**config.mk**
```make
export PLATFORM = sky130hd
export DESIGN_NAME = hc85_seq_cmp
export DESIGN_NICKNAME = d
export VERILOG_FILES = /design/src/rtl/hc85_seq_cmp.sv
export SDC_FILE = /design/constraint.sdc
export NUM_CORES = 1
export LEC_CHECK = 0
export BUFFER_PORTS_ARGS = -buffer_cell sky130_fd_sc_hd__buf_2
export CAP_MARGIN = 5
export CORE_ASPECT_RATIO = 2
export CORE_MARGIN = 5
export CORE_UTILIZATION = 49
export CTS_CLUSTER_SIZE = 24
export DETAILED_ROUTE_END_ITERATION = 6
export PLACE_DENSITY = 0.77
export SETUP_SLACK_MARGIN = 0.15
export SYNTH_ARGS = -nofsm -noshare
export SYNTH_HDL_FRONTEND = slang
export SYNTH_SLANG_ARGS = --single-unit
```
**constraint.sdc**
```tcl
create_clock -name CLK -period 2 [get_ports CLK]
set_input_delay 0.4 -clock CLK [delete_from_list [all_inputs] [get_ports CLK]]
set_output_delay 0.4 -clock CLK [all_outputs]
set_load 0.05 [all_outputs]
```
**src/rtl/hc85_seq_cmp.sv**
```systemverilog
// Sequencer that performs a WIDTH-bit unsigned magnitude compare on one external HC85
// 4-bit comparator slice, one nibble per clock, LSB nibble first, cascading through registers.
module hc85_seq_cmp #(
    parameter int WIDTH = 16
) (
    input  logic             CLK,
    input  logic             RST_N,
    input  logic             START,
    input  logic [WIDTH-1:0] OPA,
    input  logic [WIDTH-1:0] OPB,
    output logic             BUSY,
    output logic             DONE,
    output logic             AGB,
    output logic             ASB,
    output logic             AEB,
    output logic             ERR,
    output logic [3:0]       CMP_A,
    output logic [3:0]       CMP_B,
    output logic             CMP_IAGB,
    output logic             CMP_IASB,
    output logic             CMP_IAEB,
    input  logic             CMP_QAGB,
    input  logic             CMP_QASB,
    input  logic             CMP_QAEB
);

    localparam int NIB = WIDTH / 4;
    localparam int IDX_W = (NIB > 1) ? $clog2(NIB) : 1;
    localparam logic [IDX_W-1:0] LAST_IDX = IDX_W'(NIB - 1);

    typedef enum logic [1:0] {
        S_IDLE,
        S_COMPARE,
        S_DONE
    } state_t;

    state_t           state;
    state_t           state_next;
    logic [IDX_W-1:0] idx;
    logic             gt;
    logic             lt;
    logic             eq;
    logic [WIDTH-1:0] opa_q;
    logic [WIDTH-1:0] opb_q;
    logic [2:0]       q_resp;
    logic             accept;
    logic             last_nib;

    function automatic logic one_hot3(input logic [2:0] v);
        return (v == 3'b001) || (v == 3'b010) || (v == 3'b100);
    endfunction

    assign q_resp   = {CMP_QAGB, CMP_QASB, CMP_QAEB};
    assign accept   = (state == S_IDLE) && START;
    assign last_nib = (idx == LAST_IDX);

    always_comb begin
        state_next = state;
        case (state)
            S_IDLE:    if (START) state_next = S_COMPARE;
            S_COMPARE: if (last_nib) state_next = S_DONE;
            S_DONE:    state_next = S_IDLE;
            default:   state_next = S_IDLE;
        endcase
    end

    // Control: state, nibble index, cascade registers, held results and error flag
    always_ff @(posedge CLK) begin
        if (!RST_N) begin
            state <= S_IDLE;
            idx   <= '0;
            gt    <= 1'b0;
            lt    <= 1'b0;
            eq    <= 1'b0;
            AGB   <= 1'b0;
            ASB   <= 1'b0;
            AEB   <= 1'b0;
            ERR   <= 1'b0;
        end else begin
            state <= state_next;
            case (state)
                S_IDLE: begin
                    if (START) begin
                        idx          <= '0;
                        {gt, lt, eq} <= 3'b001;
                        ERR          <= 1'b0;
                    end
                end
                S_COMPARE: begin
                    {gt, lt, eq} <= q_resp;
                    ERR          <= ERR | ~one_hot3(q_resp);
                    // Final slice response is the full-width result; publish it as DONE rises
                    if (last_nib) begin
                        {AGB, ASB, AEB} <= q_resp;
                    end else begin
                        idx <= idx + 1'b1;
                    end
                end
                default: ;
            endcase
        end
    end

    // Operand capture: data only, loaded on the accepting edge
    always_ff @(posedge CLK) begin
        if (accept) begin
            opa_q <= OPA;
            opb_q <= OPB;
        end
    end

    always_comb begin
        BUSY     = (state != S_IDLE);
        DONE     = (state == S_DONE);
        CMP_A    = 4'b0000;
        CMP_B    = 4'b0000;
        CMP_IAGB = 1'b0;
        CMP_IASB = 1'b0;
        CMP_IAEB = 1'b0;
        if (state == S_COMPARE) begin
            CMP_A    = 4'(opa_q >> {idx, 2'b00});
            CMP_B    = 4'(opb_q >> {idx, 2'b00});
            CMP_IAGB = gt;
            CMP_IASB = lt;
            CMP_IAEB = eq;
        end
    end

endmodule

```
==> qor.json, run 1 <==
{
  "run_status": "complete, but fails checks",
  "failed_checks": "setup timing",
  "crit_path_top_delay_cell": "mux4_2",
  "synth_simple_gate_area_share_pct": 12.1,
  "maxClockFrequency_mhz": 496,
  "pin_count_of_the_biggest_net_entering_global_routing": 34,
  "footprint_of_the_flip_flops_and_latches_um2": 1190,
  "mostFrequentLayoutCell": "buf_2",
  "final-max-slew-violation-count": 0,
  "antenna_found_initial": 0,
  "floorplan.initialDensity_pct": 50.7,
  "die_height_um": 94.1,
  "layout_utilization_pct": 67.3,
  "gpl.final_weighted_congestion": 0.638,
  "synth_compound_gate_area_share_pct": 3.03,
  "drc_errors": 0,
  "fillers": 265,
  "clk_transition_reported_paths_ps": 80,
  "antenna-diode-count": 0,
  "final_cell_count_no_fill": 215,
  "grt_pass1_vias": 1147,
  "worst_setup_path_end_kind": "output port",
  "postSynthRegisterBits": 43,
  "fin_skew_ps": 5.33,
  "timing_worst_setup_path_type": "reg2out",
  "synth_fp_nets": 143,
  "cts_max_path_buffers": 2,
  "cpMostUsedCell": "buf_6",
  "layout-area-overhead-vs-synth_pct": 32.7,
  "die-area_um2": 4890,
  "yosys-mux-area-fraction_pct": 13.7,
  "final_area_um2": 2300,
  "finalHoldWorstSlack_ps": 282,
  "power_leakage_nw": 0.941,
  "port-buffer-count": 54,
  "track_usage_pct": 14.2,
  "power.density_cell_area_nw_per_um2": 855,
  "synth_sequential_area_ratio_pct": 68.2,
  "grt.overflow.total": 0,
  "synthXorXnorAreaFrac_pct": 0.506,
  "clock_tree_from_tritoncts": "done",
  "hold_violations": 0,
  "crit_chain": "buf_6 > mux4_2 > and2_4 > buf_6",
  "reg2reg_setup_slack_ps": 460,
  "most-common-layout-cells": "buf_2 (45), edfxtp_1 (32), dfxtp_1 (9)",
  "hold_buffers": 0,
  "htree_levels": 2,
  "synth-adder-area-share_pct": 0.723,
  "post-layout-total-power_mw": 1.96,
  "via_per_inst": 5.03,
  "post_dr_wirelength_cell_um": 15.0,
  "layout.nets": 206,
  "setup.worst_path.start_class": "flip-flop",
  "clock_insertion_delay_worst_skew_ps": 280,
  "number_of_synthesis_warnings": 0,
  "postRouteWirelength_um": 3230,
  "clock_sinks": 43,
  "place_inst": 204,
  "holdCritPathClass": "in2reg",
  "dr_total_vias": 1081,
  "fin_tns_setup_ps": -33.8,
  "drt_pass1_iterations": 4,
  "design.core.area_um2": 3420,
  "dpl.hpwl_um": 2240,
  "timing.max_cap.violations": 0,
  "cts_made_buffers": 5,
  "synthesis.instances": 104,
  "synth_cell_types": 28,
  "worst_slew_margin_rel_pct": 72.7,
  "grt_setup_unrepaired": "yes",
  "combinational_family_with_the_most_area_after_synthesis": "multiplexers",
  "postPlaceCellArea_um2": 2070,
  "setup_slack_ps": -15.3,
  "power.ir.vdd_worst_mv": 0.741,
  "post_placement_setup_slack_ps": 27.2,
  "tightest_slew_ps": 408,
  "setup-violations-final": 3,
  "rows": 30,
  "final_layout_size_suffix_gt1_share_pct": 52.1,
  "wire_length_of_the_first_global_routing_pass_um": 5100,
  "critPathMaxFanout": 4,
  "dr.first_iter.drc_count": 23,
  "critical_path_arrival_ps": 1620,
  "synthesis.area_per_instance_um2": 16.7,
  "fin_crit_sh_pct": 101,
  "multi_input_comb_area_um2": 524,
  "cts-root-buf": "clkbuf_8",
  "num_io_pins": 55,
  "worst_ep_required_time_ps": 1600,
  "worst_path_largest_cell_delay_ps": 490,
  "netlist_area_um2": 1730,
  "die_x_um": 52.0,
  "detail-route-antenna-nets": 0,
  "final_period_minus_worst_setup_slack_ps": 2020
}
==> sequential cells by signal, summed over array words and instances, names as in the netlist <==
register / flops
lt: 1
opb_q: 16
ERR: 1
opa_q: 16
AEB: 1
AGB: 1
ASB: 1
state: 2
eq: 1
idx: 2
gt: 1
==> cell families after synthesis <==
family | Yosys count
DFF | 43
and+or+nand+nor | 34
muxes | 11
AOI/OAI and AO/OA | 8
buffers and inverters | 6
xor gates and xnor gates | 1
adders and majority gates | 1
==> synth_stat cells <==
cell type | n | area (µm²)
xnor2_1 | 1 | 8.76
or3b_4 | 1 | 11.3
nand2_1 | 5 | 18.8
mux4_1 | 7 | 184
and3_1 | 1 | 6.26
clkbuf_1 | 2 | 7.51
nand2b_4 | 1 | 13.8
o32ai_1 | 1 | 8.76
mux4_2 | 1 | 22.5
inv_1 | 2 | 7.51
nor2b_1 | 3 | 18.8
o21ai_0 | 4 | 20.0
or4b_1 | 1 | 10.0
o311ai_0 | 1 | 8.76
ha_1 | 1 | 12.5
buf_6 | 1 | 11.3
or2_2 | 1 | 6.26
nor3_1 | 1 | 5.00
buf_1 | 1 | 3.75
dfxtp_1 | 11 | 220
and2_1 | 12 | 75.1
nor2_1 | 2 | 7.51
edfxtp_1 | 32 | 961
mux2i_1 | 3 | 30.0
and2b_1 | 2 | 15.0
a21boi_0 | 2 | 15.0
nand3b_1 | 1 | 7.51
nand3_1 | 3 | 15.0
==> what timing repair did <==
action | CTS | global route
hold endpoints to repair | 0 | 0
endpoints found under the setup margin | 11 | 11
pin swaps | 0 | 2
setup buffers | 3 | 0
gates resized for setup | 42 | 1
gates cloned | 0 | 1
==> report_power, final <==
| part | internal, mW | leakage [nW] | switching [mW] |
|---|---|---|---|
| Clock | 0.366 | 0.0513 | 0.262 |
| Combinational | 0.145 | 0.493 | 0.149 |
| Sequential | 1.02 | 0.397 | 0.0233 |
==> path summary, 6_finish.rpt <==
path | startpoint | to | cells past startpoint
hold / removal | OPB[9] | opb_q[9]$_DFFE_PP_ | 1
setup reg to reg | idx[0]$_SDFFE_PN0P_ | idx[0]$_SDFFE_PN0P_ | 5
hold reg to reg | gt$_SDFFE_PN0P_ | gt$_SDFFE_PN0P_ | 2
setup / recovery | idx[0]$_SDFFE_PN0P_ | CMP_A[3] | 4
==> cell type report <==
cell class / instances / area share, %
sequential: 43 / 51.6
multi-input combinational: 56 / 22.8
timing repair buffer: 59 / 18.1
clock buffer: 6 / 3.16
tap: 48 / 2.61
clock inverter: 1 / 1.31
inverter: 2 / 0.327
==> worst max-delay path, delay by kind of cell, from the launching register on <==
kind	cells	cell delay, ps
buffers and inverters	2	270
AND/OR/NAND/NOR	1	170
flip-flops	1	390
multiplexers	1	490
==> per-layer routing <==
layer | wire [µm] | up-vias | share of wire (%) | global-route usage [%]
met4 | 78 | 0 | 2.4 | 5.69
met5 | 0 | - | 0 | 0
li1 | - | 514 | - | -
met3 | 222 | 8 | 6.9 | 3.97
met2 | 1830 | 46 | 57 | 25.2
met1 | 1100 | 513 | 34 | 15.2
No activity file was read; power rests on OpenSTA's default activity.
==> run 2, diff against run 1 <==
==> constraint.sdc (replaced) <==
create_clock -name CLK -period 2 [get_ports CLK]
set_input_delay 0.3 -clock CLK [delete_from_list [all_inputs] [get_ports CLK]]
set_output_delay 0.3 -clock CLK [all_outputs]
set_load 0.05 [all_outputs]
==> qor.json, run 2 (same netlist as run 1, synthesis figures left out) <==
{
  "grt_setup_unrepaired": "yes",
  "run_status": "complete, no violations",
  "worst_path_largest_cell_delay": {"value": 570, "unit": "ps", "change": "+80 ps"},
  "rows": {"value": 30, "change": "unchanged"},
  "die_height": {"value": 94.1, "unit": "µm", "change": "unchanged"},
  "via_per_inst": {"value": 5.00, "change": "-0.65%"},
  "final-max-slew-violation-count": {"value": 0, "change": "unchanged"},
  "power_leakage": {"value": 0.927, "unit": "nW", "change": "-1.5%"},
  "clock_sinks": {"value": 43, "change": "unchanged"},
  "track_usage": {"value": 13.8, "unit": "%", "change": "-0.41 points"},
  "num_io_pins": {"value": 55, "change": "unchanged"},
  "port-buffer-count": {"value": 54, "change": "unchanged"},
  "power.ir.vdd_worst": {"value": 0.535, "unit": "mV", "change": "-28%"},
  "antenna_found_initial": {"value": 0, "change": "unchanged"},
  "detail-route-antenna-nets": {"value": 0, "change": "unchanged"},
  "worst_ep_required_time": {"value": 1700, "unit": "ps", "change": "+100 ps"},
  "fin_tns_setup": {"value": 0, "unit": "ps", "change": "+33.8 ps"},
  "dr_total_vias": {"value": 1084, "change": "+0.28%"},
  "antenna-diode-count": {"value": 0, "change": "unchanged"},
  "worst_slew_margin_rel": {"value": 80.0, "unit": "%", "change": "+7.3 points"},
  "htree_levels": {"value": 2, "change": "unchanged"},
  "worst_setup_path_end_kind": "output port",
  "setup_slack": {"value": 73.7, "unit": "ps", "change": "+88.9 ps"},
  "cts_made_buffers": {"value": 5, "change": "unchanged"},
  "most-common-layout-cells": "buf_2 (47), edfxtp_1 (32), dfxtp_1 (9)",
  "timing.max_cap.violations": {"value": 0, "change": "unchanged"},
  "fillers": {"value": 251, "change": "-5.3%"},
  "crit_chain": "mux4_1 > and2_1 > buf_2",
  "power.density_cell_area": {"value": 811, "unit": "nW/µm²", "change": "-5.1%"},
  "tightest_slew": {"value": 296, "unit": "ps", "change": "-112 ps"},
  "fin_skew": {"value": 8.84, "unit": "ps", "change": "+3.51 ps"},
  "final_layout_size_suffix_gt1_share": {"value": 50.3, "unit": "%", "change": "-1.8 points"},
  "pin_count_of_the_biggest_net_entering_global_routing": {"value": 34, "change": "unchanged"},
  "grt.overflow.total": {"value": 0, "change": "unchanged"},
  "critPathMaxFanout": {"value": 6, "change": "+2"},
  "cts-root-buf": "clkbuf_8",
  "mostFrequentLayoutCell": "buf_2",
  "final_period_minus_worst_setup_slack": {"value": 1930, "unit": "ps", "change": "-88.9 ps"},
  "clk_transition_reported_paths": {"value": 80, "unit": "ps", "change": "about the same"},
  "critical_path_arrival": {"value": 1630, "unit": "ps", "change": "about the same"},
  "floorplan.initialDensity": {"value": 50.7, "unit": "%", "change": "unchanged"},
  "cts_max_path_buffers": {"value": 2, "change": "unchanged"},
  "clock_insertion_delay_worst_skew": {"value": 290, "unit": "ps", "change": "about the same"},
  "setup.worst_path.start_class": "flip-flop",
  "fin_crit_sh": {"value": 96.3, "unit": "%", "change": "-4.4 points"},
  "setup-violations-final": {"value": 0, "change": "-3"},
  "design.core.area": {"value": 3420, "unit": "µm²", "change": "unchanged"},
  "clock_tree_from_tritoncts": "done",
  "die_x": {"value": 52.0, "unit": "µm", "change": "unchanged"},
  "gpl.final_weighted_congestion": {"value": 0.636, "change": "-0.28%"},
  "dpl.hpwl": {"value": 2250, "unit": "µm", "change": "+0.71%"},
  "layout.nets": {"value": 207, "change": "+0.49%"},
  "finalHoldWorstSlack": {"value": 178, "unit": "ps", "change": "-104 ps"},
  "timing_worst_setup_path_type": "reg2out",
  "drc_errors": {"value": 0, "change": "unchanged"},
  "die-area": {"value": 4890, "unit": "µm²", "change": "unchanged"},
  "post_dr_wirelength_cell": {"value": 14.3, "unit": "µm", "change": "-5.0%"},
  "post_placement_setup_slack": {"value": 61.2, "unit": "ps", "change": "+34.0 ps"},
  "layout-area-overhead-vs-synth_pct": 29.3,
  "crit_path_top_delay_cell": "mux4_1",
  "holdCritPathClass": "in2reg",
  "postRouteWirelength": {"value": 3100, "unit": "µm", "change": "-4.1%"},
  "grt_pass1_vias": {"value": 1114, "change": "-2.9%"},
  "wire_length_of_the_first_global_routing_pass": {"value": 4950, "unit": "µm", "change": "-3.0%"},
  "drt_pass1_iterations": {"value": 4, "change": "unchanged"},
  "hold_violations": {"value": 0, "change": "unchanged"},
  "maxClockFrequency": {"value": 519, "unit": "MHz", "change": "+4.6%"},
  "dr.first_iter.drc_count": {"value": 8, "change": "-65%"},
  "largestRegisters": "opa_q x16, opb_q x16"
}
-- run 2: metal layers --
layer	global-route usage (%)	wire length, µm	up-vias
met5	0	0	-
met4	6.56	96	0
met3	4.93	231	9
met2	24.6	1680	45
met1	13.4	1090	510
li1	-	-	520
-- run 2: per-stage QoR --
stage / utilization [%] / total power [mW] / std cells / cell area [µm²]
after floorplan: - / 1.21 / 104 / 1730
after global placement: 60.3 / 1.28 / 203 / 2060
after detailed placement: 60.3 / 1.29 / 203 / 2060
after CTS: 64.6 / 1.82 / 213 / 2210
after global routing: 65.6 / 1.90 / 217 / 2240
final: 65.6 / 1.82 / 217 / 2240
-- run 2: cell type report --
class                           instances  area, µm²  area share [%]
Sequential cell                        43       1190            53.0
Multi-Input combinational cell         55        519            23.2
Timing Repair Buffer                   61        383            17.1
Clock buffer                            5       68.8            3.07
Tap cell                               48       60.1            2.68
Clock inverter                          3       15.0           0.670
Inverter                                2       7.51           0.335
-- run 2: worst paths after layout --
path | start | endpoint | slack [ps] | depth (start not counted)
setup / recovery | idx[0]$_SDFFE_PN0P_ | CMP_B[3] | 70 | 3
setup reg to reg | idx[0]$_SDFFE_PN0P_ | idx[0]$_SDFFE_PN0P_ | 490 | 5
hold reg to reg | ERR$_SDFFE_PN0P_ | ERR$_SDFFE_PN0P_ | 480 | 2
hold / removal | OPB[8] | opb_q[8]$_DFFE_PP_ | 180 | 1
-- run 2: critical path, delay by kind of cell (launching register included) --
family                 cells  cell delay [ps]
AND/OR/NAND/NOR            1              170
buffers and inverters      1              200
multiplexers               1              570
flip-flops                 1              400
-- run 2: repair_timing --
| item | CTS | global route |
|---|---|---|
| setup buffers | 2 | 4 |
| pin swaps | 0 | 0 |
| hold buffers | 0 | 0 |
| endpoints found under the setup margin | 11 | 11 |
| gates resized for setup | 23 | 9 |
| cloned | 0 | 0 |
-- run 2: power breakdown --
| group | internal, mW | total (mW) | switching (mW) |
|---|---|---|---|
| Clock | 0.237 | 0.502 | 0.266 |
| Sequential | 1.02 | 1.04 | 0.0231 |
| Combinational | 0.130 | 0.273 | 0.143 |
| Total | 1.39 | 1.82 | 0.432 |
==> run 3, diff against run 2 <==
Settings changed: REMOVE_ABC_BUFFERS set to 1.
==> qor.json, run 3 (same netlist as run 1, synthesis figures left out) <==
{
  "critPathLaunch": "idx[0]$_SDFFE_PN0P_",
  "clock_insertion_delay_worst_skew": {"value": 280, "unit": "ps", "change": "about the same"},
  "cts_made_buffers": {"value": 5, "change": "unchanged"},
  "seq_power_share": {"value": 53.0, "unit": "%", "change": "-4.3 points"},
  "final_layout_size_suffix_gt1_share": {"value": 53.0, "unit": "%", "change": "+2.7 points"},
  "power.ir.vdd_worst": {"value": 0.701, "unit": "mV", "change": "+31%"},
  "cts_max_path_buffers": {"value": 2, "change": "unchanged"},
  "final_area": {"value": 2280, "unit": "µm²", "change": "+1.6%"},
  "wire_length_of_the_first_global_routing_pass": {"value": 5390, "unit": "µm", "change": "+8.9%"},
  "power.density_cell_area": {"value": 862, "unit": "nW/µm²", "change": "+6.3%"},
  "fin_crit_sh": {"value": 94.7, "unit": "%", "change": "-1.6 points"},
  "layout_utilization": {"value": 66.6, "unit": "%", "change": "+1.1 points"},
  "timing.max_cap.violations": {"value": 0, "change": "unchanged"},
  "most-common-layout-cells": "buf_2 (46), edfxtp_1 (32), dfxtp_1 (9)",
  "dr_total_vias": {"value": 1070, "change": "-1.3%"},
  "antenna_found_initial": {"value": 0, "change": "unchanged"},
  "hold_violations": {"value": 0, "change": "unchanged"},
  "critPathMaxFanout": {"value": 5, "change": "-1"},
  "num_io_pins": {"value": 55, "change": "unchanged"},
  "worst_ep_required_time": {"value": 1700, "unit": "ps", "change": "about the same"},
  "timing_worst_setup_path_type": "reg2out",
  "holdCritPathClass": "in2reg",
  "fin_skew": {"value": 4.82, "unit": "ps", "change": "-4.02 ps"},
  "design.core.area": {"value": 3420, "unit": "µm²", "change": "unchanged"},
  "r2r-start": "idx[0]$_SDFFE_PN0P_",
  "floorplan.initialDensity": {"value": 50.7, "unit": "%", "change": "unchanged"},
  "die_height": {"value": 94.1, "unit": "µm", "change": "unchanged"},
  "setup.worst_path.start_class": "flip-flop",
  "antenna-diode-count": {"value": 0, "change": "unchanged"},
  "critical_path_arrival": {"value": 1590, "unit": "ps", "change": "-40 ps"},
  "post_dr_wirelength_cell": {"value": 15.3, "unit": "µm", "change": "+7.4%"},
  "combinationalPowerShare": {"value": 14.6, "unit": "%", "change": "-0.5 points"},
  "drt_pass1_iterations": {"value": 5, "change": "+1"},
  "tightest_slew": {"value": 349, "unit": "ps", "change": "+52.6 ps"},
  "worst_setup_path_end_kind": "output port",
  "dr.first_iter.drc_count": {"value": 33, "change": "+25"},
  "rows": {"value": 30, "change": "unchanged"},
  "grt_pass1_vias": {"value": 1190, "change": "+6.8%"},
  "drc_errors": {"value": 0, "change": "unchanged"},
  "gpl.final_weighted_congestion": {"value": 0.654, "change": "+2.7%"},
  "mostFrequentLayoutCell": "buf_2",
  "reg2regPathDepth": {"value": 6, "change": "+1"},
  "power_leakage": {"value": 0.939, "unit": "nW", "change": "+1.4%"},
  "grt_setup_unrepaired": "yes",
  "pin_count_of_the_biggest_net_entering_global_routing": {"value": 34, "change": "unchanged"},
  "power_switching": {"value": 441, "unit": "µW", "change": "+2.1%"},
  "power_report.internal_total": {"value": 1.52, "unit": "mW", "change": "+9.9%"},
  "largestRegisters": "opa_q x16, opb_q x16",
  "die_x": {"value": 52.0, "unit": "µm", "change": "unchanged"},
  "detail-route-antenna-nets": {"value": 0, "change": "unchanged"},
  "run_status": "complete, no violations",
  "track_usage": {"value": 15.4, "unit": "%", "change": "+1.6 points"},
  "share_clk_of_total_power": {"value": 32.3, "unit": "%", "change": "+4.7 points"},
  "crit-reg2reg-capture": "idx[0]$_SDFFE_PN0P_",
  "layout-area-overhead-vs-synth_pct": 31.4,
  "die-area": {"value": 4890, "unit": "µm²", "change": "unchanged"},
  "crit_end": "CMP_B[1]",
  "clock_tree_from_tritoncts": "done",
  "hold_path_startpoint": "OPA[10]",
  "port-buffer-count": {"value": 54, "change": "unchanged"},
  "layout.nets": {"value": 206, "change": "-0.48%"},
  "via_per_inst": {"value": 4.95, "change": "-0.83%"},
  "grt.overflow.total": {"value": 0, "change": "unchanged"},
  "worst_slew_margin_rel": {"value": 76.5, "unit": "%", "change": "-3.5 points"},
  "maxClockFrequency": {"value": 528, "unit": "MHz", "change": "+1.7%"},
  "setup-violations-final": {"value": 0, "change": "unchanged"},
  "postRouteWirelength": {"value": 3310, "unit": "µm", "change": "+6.9%"},
  "reg2reg_setup_slack": {"value": 350, "unit": "ps", "change": "-140 ps"},
  "clk_transition_reported_paths": {"value": 80, "unit": "ps", "change": "about the same"},
  "clock_sinks": {"value": 43, "change": "unchanged"},
  "sw_frac_of_total": {"value": 22.5, "unit": "%", "change": "-1.3 points"},
  "htree_levels": {"value": 2, "change": "unchanged"},
  "final-max-slew-violation-count": {"value": 0, "change": "unchanged"},
  "postPlaceCellArea": {"value": 2060, "unit": "µm²", "change": "unchanged"},
  "cts-root-buf": "clkbuf_8",
  "dpl.hpwl": {"value": 2320, "unit": "µm", "change": "+3.0%"},
  "fin_tns_setup": {"value": 0, "unit": "ps", "change": "unchanged"},
  "final_period_minus_worst_setup_slack": {"value": 1890, "unit": "ps", "change": "-32.0 ps"}
}
[run 3: cell count changes in the layout (fill, tap and decap cells not counted), moves of 2 or more]
| cell | change |
|---|---|
| buf_6 | +2 |
| and2_1 | -2 |
| and2_4 | +2 |
| buf_4 | -3 |
| mux4_2 | +2 |
| mux4_1 | -2 |
[run 3: metrics by stage]
stage | total power [mW] | hold slack, ps | cells | setup slack (ps)
detailed placement | 1.29 | 461 | 203 | 68.4
floorplan | 1.20 | 399 | 100 | 183
finish | 1.96 | 187 | 216 | 106
CTS | 1.98 | 174 | 216 | 94.8
global route | 2.05 | 166 | 216 | 52.4
global placement | 1.28 | 458 | 203 | 94.8
[run 3: how the worst min path moves through the flow]
stage,endpoint,depth (start not counted)
5_1_grt,opa_q[10]$_DFFE_PP_,1
4_1_cts,opa_q[0]$_DFFE_PP_,1
2_1_floorplan,opa_q[0]$_DFFE_PP_,0
3_3_place_gp,gt$_SDFFE_PN0P_,2
6_report,opa_q[10]$_DFFE_PP_,1
3_5_place_dp,ERR$_SDFFE_PN0P_,2
[run 3: power groups by stage]
stage | registers (mW) | clock network [mW] | logic (mW)
floorplan | 1.06 | 0 | 0.140
global placement | 1.06 | 0 | 0.218
detailed placement | 1.06 | 0 | 0.226
CTS | 1.04 | 0.655 | 0.287
global route | 1.05 | 0.696 | 0.307
finish | 1.04 | 0.635 | 0.287
[run 3: final cells by class]
cell class | count | area, µm²
multi-input combinational | 55 | 517
timing repair buffer | 60 | 398
sequential | 43 | 1190
fill | 255 | 1140
clock buffer | 5 | 68.8
inverter | 2 | 7.51
tap | 48 | 60.1
clock inverter | 3 | 38.8
[run 3: layer usage]
| metal | GRT usage, % | up-vias | wire (µm) |
|---|---|---|---|
| met2 | 26.8 | 47 | 1850 |
| met1 | 16.0 | 503 | 1180 |
| li1 | - | 514 | - |
| met4 | 8.97 | 0 | 74 |
| met5 | 0 | - | 0 |
| met3 | 3.82 | 6 | 203 |
[run 3: critical path: stages, from the launching register on]
cell and delay, ps:
dfxtp_4 380, buf_12 120, mux4_2 500, and2_4 170
buf_6 140
[run 3: timing repair]
item | CTS | global route
endpoints found under the setup margin | 11 | 11
hold buffers | 0 | 0
hold endpoints to repair | 0 | 0
buffers inserted | 5 | 0
resized for setup | 37 | 2
